## config.mk

```make
export PLATFORM = sky130hd
export DESIGN_NAME = time_set_ctrl
export DESIGN_NICKNAME = d
export VERILOG_FILES = /design/src/rtl/time_set_ctrl.sv
export SDC_FILE = /design/constraint.sdc
export NUM_CORES = 1
export LEC_CHECK = 0
export ABC_CLOCK_PERIOD_IN_PS = 2900
export CORE_ASPECT_RATIO = 0.6
export CORE_MARGIN = 1
export CORE_UTILIZATION = 55
export CTS_CLUSTER_SIZE = 16
export DETAILED_ROUTE_END_ITERATION = 8
export GPL_ROUTABILITY_DRIVEN = 0
export PLACE_DENSITY_LB_ADDON = 0.2
export SLEW_MARGIN = 10
export SYNTH_ARGS = -nofsm -noshare
export SYNTH_HDL_FRONTEND = slang
export SYNTH_SLANG_ARGS = --single-unit
```

## constraint.sdc

```tcl
create_clock -name clk -period 2.9 [get_ports clk]
set_clock_uncertainty 0.2 [all_clocks]
set_input_delay 0.435 -clock clk [delete_from_list [all_inputs] [get_ports clk]]
set_output_delay 0.435 -clock clk [all_outputs]
set_load 0.02 [all_outputs]
```

## src/rtl/time_set_ctrl.sv

```systemverilog
// time_set_ctrl: BCD time-of-day keeper for the VGA clock.
// A seconds prescaler generates the 1 Hz tick while no field is being adjusted.
// Three adjust buttons are arbitrated (hours > minutes > seconds). One shared
// auto-repeat engine turns the granted button into increment pulses: the first
// pulse comes immediately, then the pulses speed up toward a floor spacing.
module time_set_ctrl #(
  parameter int CLK_HZ    = 31_500_000,
  parameter int REPEAT_HZ = 10,
  parameter int MAX_COUNT = 8,
  parameter int DEC_COUNT = 2,
  parameter int MIN_COUNT = 1
) (
  input  logic       clk,
  input  logic       reset,
  input  logic       adj_hrs,
  input  logic       adj_min,
  input  logic       adj_sec,
  output logic [1:0] hrs_d,
  output logic [3:0] hrs_u,
  output logic [2:0] min_d,
  output logic [3:0] min_u,
  output logic [2:0] sec_d,
  output logic [3:0] sec_u,
  output logic       sec_tick,
  output logic       adj_active
);

  localparam int REP_PERIOD = (CLK_HZ / REPEAT_HZ < 1) ? 1 : CLK_HZ / REPEAT_HZ;
  localparam int SW = $clog2(CLK_HZ + 1);
  localparam int RW = $clog2(REP_PERIOD + 1);
  localparam int CW = $clog2(MAX_COUNT + MIN_COUNT + DEC_COUNT + 1);

  localparam logic [SW-1:0] SEC_LAST   = SW'(CLK_HZ - 1);
  localparam logic [RW-1:0] REP_LAST   = RW'(REP_PERIOD - 1);
  localparam logic [CW-1:0] COMP_INIT  = CW'(MAX_COUNT - 1);
  localparam logic [CW-1:0] COMP_FLOOR = CW'(MIN_COUNT + DEC_COUNT);
  localparam logic [CW-1:0] COMP_STEP  = CW'(DEC_COUNT);

  typedef enum logic [1:0] {
    IDLE  = 2'd0,
    ADJ_H = 2'd1,
    ADJ_M = 2'd2,
    ADJ_S = 2'd3
  } state_t;

  state_t        state;
  state_t        state_n;

  logic [SW-1:0] sec_pre;
  logic [RW-1:0] rep_pre;
  logic [CW-1:0] count;
  logic [CW-1:0] comp;

  logic          rep_en;
  logic          tick;
  logic          btn;
  logic          pulse;
  logic          release_edge;

  logic          sec_wrap;
  logic          min_wrap;
  logic          inc_s;
  logic          inc_m;
  logic          inc_h;

  logic [1:0]    hrs_d_n;
  logic [3:0]    hrs_u_n;
  logic [2:0]    min_d_n;
  logic [3:0]    min_u_n;
  logic [2:0]    sec_d_n;
  logic [3:0]    sec_u_n;

  // Arbiter next state: grant from IDLE by priority, drop back only on own release.
  always_comb begin
    state_n = state;
    case (state)
      IDLE: begin
        if (adj_hrs)      state_n = ADJ_H;
        else if (adj_min) state_n = ADJ_M;
        else if (adj_sec) state_n = ADJ_S;
      end
      ADJ_H:   if (!adj_hrs) state_n = IDLE;
      ADJ_M:   if (!adj_min) state_n = IDLE;
      ADJ_S:   if (!adj_sec) state_n = IDLE;
      default: state_n = IDLE;
    endcase
  end

  // Button feeding the repeat engine: only the granted one, nothing while idle.
  always_comb begin
    btn = 1'b0;
    case (state)
      ADJ_H:   btn = adj_hrs;
      ADJ_M:   btn = adj_min;
      ADJ_S:   btn = adj_sec;
      default: btn = 1'b0;
    endcase
  end

  assign rep_en       = (rep_pre == REP_LAST);
  assign tick         = (state == IDLE) && (sec_pre == SEC_LAST);
  assign pulse        = rep_en && btn && (count == '0);
  assign release_edge = (state != IDLE) && (state_n == IDLE);

  // Which fields advance this cycle; tick carries, adjust pulses never carry.
  always_comb begin
    sec_wrap = (sec_d == 3'd5) && (sec_u == 4'd9);
    min_wrap = (min_d == 3'd5) && (min_u == 4'd9);
    inc_s    = tick || (pulse && (state == ADJ_S));
    inc_m    = (tick && sec_wrap) || (pulse && (state == ADJ_M));
    inc_h    = (tick && sec_wrap && min_wrap) || (pulse && (state == ADJ_H));
  end

  // Next BCD digit values; units wrap into tens, tens wrap at the field limit.
  always_comb begin
    hrs_d_n = hrs_d;
    hrs_u_n = hrs_u;
    min_d_n = min_d;
    min_u_n = min_u;
    sec_d_n = sec_d;
    sec_u_n = sec_u;

    if (inc_s) begin
      if (sec_u == 4'd9) begin
        sec_u_n = 4'd0;
        sec_d_n = (sec_d == 3'd5) ? 3'd0 : sec_d + 3'd1;
      end else begin
        sec_u_n = sec_u + 4'd1;
      end
    end

    if (inc_m) begin
      if (min_u == 4'd9) begin
        min_u_n = 4'd0;
        min_d_n = (min_d == 3'd5) ? 3'd0 : min_d + 3'd1;
      end else begin
        min_u_n = min_u + 4'd1;
      end
    end

    if (inc_h) begin
      if ((hrs_d == 2'd2) && (hrs_u == 4'd3)) begin
        hrs_d_n = 2'd0;
        hrs_u_n = 4'd0;
      end else if (hrs_u == 4'd9) begin
        hrs_u_n = 4'd0;
        hrs_d_n = hrs_d + 2'd1;
      end else begin
        hrs_u_n = hrs_u + 4'd1;
      end
    end
  end

  // Arbiter state register; adj_active mirrors the registered state.
  always_ff @(posedge clk or posedge reset) begin
    if (reset) begin
      state      <= IDLE;
      adj_active <= 1'b0;
    end else begin
      state      <= state_n;
      adj_active <= (state_n != IDLE);
    end
  end

  // Seconds prescaler: frozen at 0 while adjusting so a full second follows release.
  always_ff @(posedge clk or posedge reset) begin
    if (reset) begin
      sec_pre <= '0;
    end else if (state != IDLE) begin
      sec_pre <= '0;
    end else if (sec_pre == SEC_LAST) begin
      sec_pre <= '0;
    end else begin
      sec_pre <= sec_pre + 1'b1;
    end
  end

  // Repeat prescaler: free-running, terminal count is the repeat enable.
  always_ff @(posedge clk or posedge reset) begin
    if (reset) begin
      rep_pre <= '0;
    end else if (rep_pre == REP_LAST) begin
      rep_pre <= '0;
    end else begin
      rep_pre <= rep_pre + 1'b1;
    end
  end

  // Repeat engine: count rep_en periods between pulses, shrink the wait per pulse.
  always_ff @(posedge clk or posedge reset) begin
    if (reset) begin
      count <= '0;
      comp  <= COMP_INIT;
    end else if (release_edge) begin
      count <= '0;
      comp  <= COMP_INIT;
    end else if (rep_en) begin
      if (btn) begin
        if (count == comp) begin
          count <= '0;
        end else begin
          count <= count + 1'b1;
        end
        if ((count == '0) && (comp > COMP_FLOOR)) begin
          comp <= comp - COMP_STEP;
        end
      end else begin
        count <= '0;
        comp  <= COMP_INIT;
      end
    end
  end

  // Time digits and the second strobe.
  always_ff @(posedge clk or posedge reset) begin
    if (reset) begin
      hrs_d    <= 2'd0;
      hrs_u    <= 4'd0;
      min_d    <= 3'd0;
      min_u    <= 4'd0;
      sec_d    <= 3'd0;
      sec_u    <= 4'd0;
      sec_tick <= 1'b0;
    end else begin
      hrs_d    <= hrs_d_n;
      hrs_u    <= hrs_u_n;
      min_d    <= min_d_n;
      min_u    <= min_u_n;
      sec_d    <= sec_d_n;
      sec_u    <= sec_u_n;
      sec_tick <= tick;
    end
  end

endmodule

```

==> flow_metrics.tcl, run 1 <==
set metrics [dict create \
    outcome "complete, no violations" \
    slew_headroom 0.513 \
    min_period_ps 2740 \
    path_buf_inv 0 \
    cp_num_cells 6 \
    endpoint "min_d[1]" \
    startpoint_type "flop" \
    cts_setup_buffers 0 \
    ys_types 59 \
    fmax_mhz 365 \
    dp_cells 531 \
    fill_cells 488 \
    core_mm2 0.00694 \
    antenna_found_initial 0 \
    async_reset_ff_frac 1.00 \
    grt_pass1_vias 2859 \
    hold_buffers 0 \
    syn_area_per_cell_um2 10.1 \
    final-max-slew-violation-count 0 \
    ir_drop_v 0.000466 \
    numCtsBuffers 9 \
    endpoint_kind "flop" \
    yosysSeqAreaShare 0.482 \
    tightest_slew_ps 721 \
    p_per_area_mw_per_mm2 598 \
    worstRegToRegCells 6 \
    cts_tree "built" \
    grt_max_degree 80 \
    postSynthCellCount 406 \
    max_stage_delay_ps 510 \
    overflow 0 \
    dieArea_mm2 0.00782 \
    fp.dieH_um 68.9 \
    wl_um 8160 \
    synth_edf_count 0 \
    nets 454 \
    ys.flop_type "dfrtp_1" \
    first_pass_iters 5 \
    rsz0062_at_grt "no" \
    r2r-end "min_d[1]" \
    drt_iter0_drc 334 \
    clock_latency_ps 340 \
    wl_per_cell_um 14.9 \
    die_w_um 114 \
    grt_use_total 0.237 \
    post-route-drc-count 0 \
    critPathSlowestCell "or4b_4" \
    syn_area_mm2 0.00411 \
    whs_path_depth 1 \
    dp_hpwl_um 5750 \
    crit_chain "or4b_4 -> or3_4 -> nor4_4 -> a32o_2 -> and3_1 -> mux2_1" \
    grt_pass1_wl_um 14000 \
    cts_resized 0 \
    cts.sinks 79 \
    critPathLaunch "sec_pre[5]" \
    crit_type "reg -> reg" \
    syn_nets 418 \
    hold_class "reg -> reg" \
    antenna_left 0 \
    initial_core_util 0.592 \
    synth-seq-cells 79 \
    cp.required_ps 2910 \
    htreeDepth 3 \
    portBuffers 26 \
    setup_viol_count_final 0 \
    period_share 0.945 \
    pin_count 27 \
    diodes 0 \
    p_leak_nw 2.14 \
    cp_top_family "simple AND/OR/NAND/NOR gates" \
    root_buffer "clkbuf_16" \
    vias 3047 \
    hold_viol 0 \
    drive_gt1_frac 0.0917 \
    r2r_slack_ps 160 \
    area_growth_pct 18.3 \
    path_clk_slew_ps 60 \
    yosys_warnings 0 \
    worst_ep_arrival_time_ps 2750 \
    core.rowCount 23 \
    maxCapViolCount 0 \
    setup_tns_ps 0 \
    path_max_fanout 7 \
    reg2reg_from "sec_pre[5]" \
    via_per_inst 5.57 \
    cts.path.max_buffers 2 \
    final_cells 547 \
]
per-stage QoR:
step	hold WS [ps]	setup slack, ps	area, µm²	power (W)	utilization
finish	283	158	4860	0.00291	0.701
global route	328	27.1	4860	0.00306	0.701
CTS	284	155	4860	0.00294	0.701
detailed placement	277	172	4530	0.00171	0.654
global placement	265	241	4530	0.00169	0.654
floorplan	255	247	4110	0.00157	-
worst min-delay path by stage:
stage	startpoint	endpoint
global route	sec_pre[0]	sec_pre[0]
CTS	rep_pre[0]	rep_pre[0]
global placement	rep_pre[0]	rep_pre[0]
finish	rep_pre[0]	rep_pre[0]
detailed placement	rep_pre[0]	rep_pre[0]
floorplan	sec_pre[0]	sec_pre[0]
final cells by class:
class | count | area, µm² | area share
Multi-Input combinational cell | 302 | 2020 | 0.416
Sequential cell | 79 | 1980 | 0.408
Timing Repair Buffer | 34 | 345 | 0.0711
Clock buffer | 13 | 260 | 0.0536
Tap cell | 100 | 125 | 0.0258
Clock inverter | 3 | 65.1 | 0.0134
Inverter | 16 | 60.1 | 0.0124
synth_stat cells (all sizes together), types with 3 or more instances:
cell,n,share of area
or2,4,0.0061
a21oi,12,0.015
xnor2,28,0.060
o41ai,3,0.010
dfstp,3,0.019
o31ai,4,0.0073
mux2,6,0.016
inv,16,0.015
and4,3,0.0064
and2,3,0.0046
nor4,8,0.020
or3,3,0.0058
nand2,28,0.026
xor2,23,0.049
nor3,9,0.012
nand4,15,0.023
nand2b,4,0.0061
nand3,26,0.032
ha,7,0.021
dfrtp,76,0.46
clkbuf,7,0.0064
and3,11,0.017
nor2b,9,0.014
a21o,3,0.0055
nand4b,4,0.0085
o21ai,9,0.011
mux2i,4,0.0098
nor2,48,0.044
sequential cells by signal (all words and copies together) (netlist names):
| signal | count |
|---|---|
| sec_pre | 25 |
| rep_pre | 22 |
| comp | 4 |
| count | 4 |
| hrs_u | 4 |
| min_u | 4 |
| sec_u | 4 |
| min_d | 3 |
| sec_d | 3 |
| hrs_d | 2 |
| state | 2 |
| adj_active | 1 |
| sec_tick | 1 |
where the power goes:
| group | switching (W) | internal [W] |
|---|---|---|
| Sequential | 0.0000965 | 0.00117 |
| Combinational | 0.000254 | 0.000168 |
| Clock | 0.000421 | 0.000800 |
| Total | 0.000771 | 0.00214 |
cell usage in the layout (no fill, tap or decap), drive strengths merged, types with 9 or more instances in the layout:
| cell | n |
|---|---|
| a21oi | 12 |
| and3 | 11 |
| clkbuf | 13 |
| clkdlybuf4s50 | 26 |
| dfrtp | 76 |
| inv | 16 |
| nand2 | 28 |
| nand3 | 26 |
| nand4 | 15 |
| nor2 | 48 |
| nor2b | 9 |
| nor3 | 9 |
| o21ai | 9 |
| xnor2 | 28 |
| xor2 | 23 |
cells by family (layout without fill, tap and decap cells):
kind of cell	count (synthesis)	in the layout	share of synthesized area
flip-flops	79	79	0.482
adder cells (fa/ha/maj)	7	7	0.0213
buffers and inverters	25	66	0.0250
XOR/XNOR	51	51	0.109
multiplexers	10	10	0.0262
AO/OA/AOI/OAI	44	44	0.0786
AND/OR/NAND/NOR	190	190	0.258
per-layer routing:
| metal | GRT usage | vias up | wire length (µm) |
|---|---|---|---|
| met2 | 0.330 | 62 | 3430 |
| li1 | - | 1501 | - |
| met3 | 0.0787 | 10 | 483 |
| met5 | 0 | - | 0 |
| met4 | 0.0855 | 0 | 110 |
| met1 | 0.342 | 1474 | 4140 |
Note: power is estimated with default switching activity, not from simulation.
==> run 2, diff against run 1 <==
--- a/config.mk
+++ b/config.mk
@@ -11,7 +11,7 @@
 export CORE_UTILIZATION = 55
 export CTS_CLUSTER_SIZE = 16
 export DETAILED_ROUTE_END_ITERATION = 8
-export GPL_ROUTABILITY_DRIVEN = 0
+export DONT_BUFFER_PORTS = 1
 export PLACE_DENSITY_LB_ADDON = 0.2
 export SLEW_MARGIN = 10
 export SYNTH_ARGS = -nofsm -noshare
==> flow_metrics.tcl, run 2 (synthesized netlist as in run 1, its figures left out) <==
set metrics [dict create \
    worst_ep_arrival_time_ps 2720 \
    drive_gt1_frac 0.112 \
    hold_viol 0 \
    setup_tns_ps 0 \
    htreeDepth 3 \
    nets 435 \
    final-max-slew-violation-count 0 \
    cts_tree "built" \
    ir_drop_v 0.000464 \
    reg2reg_from "sec_pre[5]" \
    startpoint_type "flop" \
    wl_um 7900 \
    diodes 0 \
    antenna_left 0 \
    dieArea_mm2 0.00782 \
    core_mm2 0.00694 \
    power_frac_comb 0.149 \
    cp.required_ps 2920 \
    internal_power_w 0.00194 \
    power.switching_w 0.000767 \
    area_growth_pct 11.6 \
    worstRegToRegCells 6 \
    vias 2993 \
    first_pass_iters 4 \
    post-route-drc-count 0 \
    clock_latency_ps 340 \
    grt_pass1_vias 2808 \
    wl_per_cell_um 15.0 \
    slew_headroom 0.581 \
    r2r-end "min_d[2]" \
    multi_input_area_mm2 0.00202 \
    fp.dieH_um 68.9 \
    largestRegisters "sec_pre (25), rep_pre (22)" \
    tightest_slew_ps 620 \
    largest_reg_flops 25 \
    rsz0062_at_grt "no" \
    period_share 0.932 \
    hold_class "in -> reg" \
    crit_type "reg -> reg" \
    power_frac_seq 0.469 \
    switching_share 0.283 \
    pin_count 27 \
    p_per_area_mw_per_mm2 592 \
    overflow 0 \
    drt_iter0_drc 239 \
    cts_setup_buffers 0 \
    grt_pass1_wl_um 13400 \
    min_period_ps 2700 \
    p_leak_nw 2.06 \
    gp_congestion 0.819 \
    portBuffers 0 \
    endpoint_kind "flop" \
    grt_max_degree 36 \
    path_max_fanout 7 \
    cts.path.max_buffers 2 \
    antenna_found_initial 0 \
    maxCapViolCount 0 \
    via_per_inst 5.67 \
    top_register "sec_pre" \
    layout_commonest_cell "dfrtp_1" \
    final_cell_area_mm2 0.00458 \
    whs_endpoint "state[0]" \
    cts.sinks 79 \
    root_buffer "clkbuf_16" \
    outcome "complete, no violations" \
    register_area_mm2 0.00198 \
    dp_hpwl_um 5630 \
    setup_viol_count_final 0 \
    r2r_slack_ps 200 \
    numCtsBuffers 9 \
    whs_path_depth 2 \
    die_w_um 114 \
    path_clk_slew_ps 60 \
    layout_common_cells "dfrtp_1 (76), nor2_1 (48), nand2_1 (28), xnor2_1 (28), nand3_1 (26)" \
    clockPowerShare 0.382 \
    place_area_mm2 0.00429 \
    hold_start "adj_hrs" \
    initial_core_util 0.592 \
    grt_use_total 0.229 \
    fmax_mhz 370 \
    core.rowCount 23 \
    fill_cells 555 \
]
==> run 2: cell types whose count changed in the layout (fill, tap and decap cells not counted), sizes merged <==
cell           delta
dlygate4sd3       +1
clkbuf            -1
buf               +6
clkdlybuf4s50    -26
clkinv            +4
bufinv            -2
inv               -1
==> run 2: stage by stage <==
step                      total power (W)  setup WS (ps)  instances  hold slack, ps   util
after global placement            0.00167            235        511             194  0.619
after floorplan                   0.00157            247        406             255      -
after detailed placement          0.00169            195        511             197  0.619
final                             0.00271            196        528            68.4  0.660
after CTS                         0.00273            166        528            50.4  0.660
after global routing              0.00286           39.3        528            65.0  0.660
==> run 2: how the worst max path moves through the flow <==
stage / from / endpoint / slack, ps / cells after the start
2_1_floorplan: reset / adj_active / 250 / 1
6_report: sec_pre[5] / min_d[2] / 200 / 6
3_5_place_dp: sec_pre[12] / min_d[2] / 200 / 6
5_1_grt: sec_u[1] / hrs_d[1] / 40 / 6
4_1_cts: sec_pre[5] / min_d[2] / 170 / 6
3_3_place_gp: sec_pre[12] / min_d[2] / 230 / 6
==> run 2: power groups by stage <==
stage / Sequential (W) / Clock (W) / Combinational (W)
6_report: 0.00127 / 0.00104 / 0.000403
5_1_grt: 0.00128 / 0.00111 / 0.000463
4_1_cts: 0.00127 / 0.00106 / 0.000406
3_5_place_dp: 0.00129 / 0 / 0.000399
3_3_place_gp: 0.00128 / 0 / 0.000387
2_1_floorplan: 0.00124 / 0 / 0.000330
==> run 2: area by class of cell <==
cell class | count | share of cell area
Clock buffer | 12 | 0.0560
Timing Repair Buffer | 15 | 0.0251
Sequential cell | 79 | 0.432
Inverter | 16 | 0.0134
Multi-Input combinational cell | 302 | 0.441
Clock inverter | 4 | 0.00437
Tap cell | 100 | 0.0273
==> run 2: worst max-delay path, stage by stage, from the launching register on <==
cell and delay (ps):
dfrtp_1 440, or4b_4 510, or3_4 410, nor4_4 220
a32o_2 270, and3_1 210, mux2_1 320
==> run 2: repair_timing <==
action | in CTS | in global routing
endpoints found under the hold margin | 33 | 0
hold buffers | 1 | 0
gates resized for setup | 0 | 0
==> run 2: layer usage <==
metal  wire length, µm  track usage
met2              3220        0.313
met4                64       0.0674
met3               497       0.0962
met5                 0            0
met1              4120        0.325
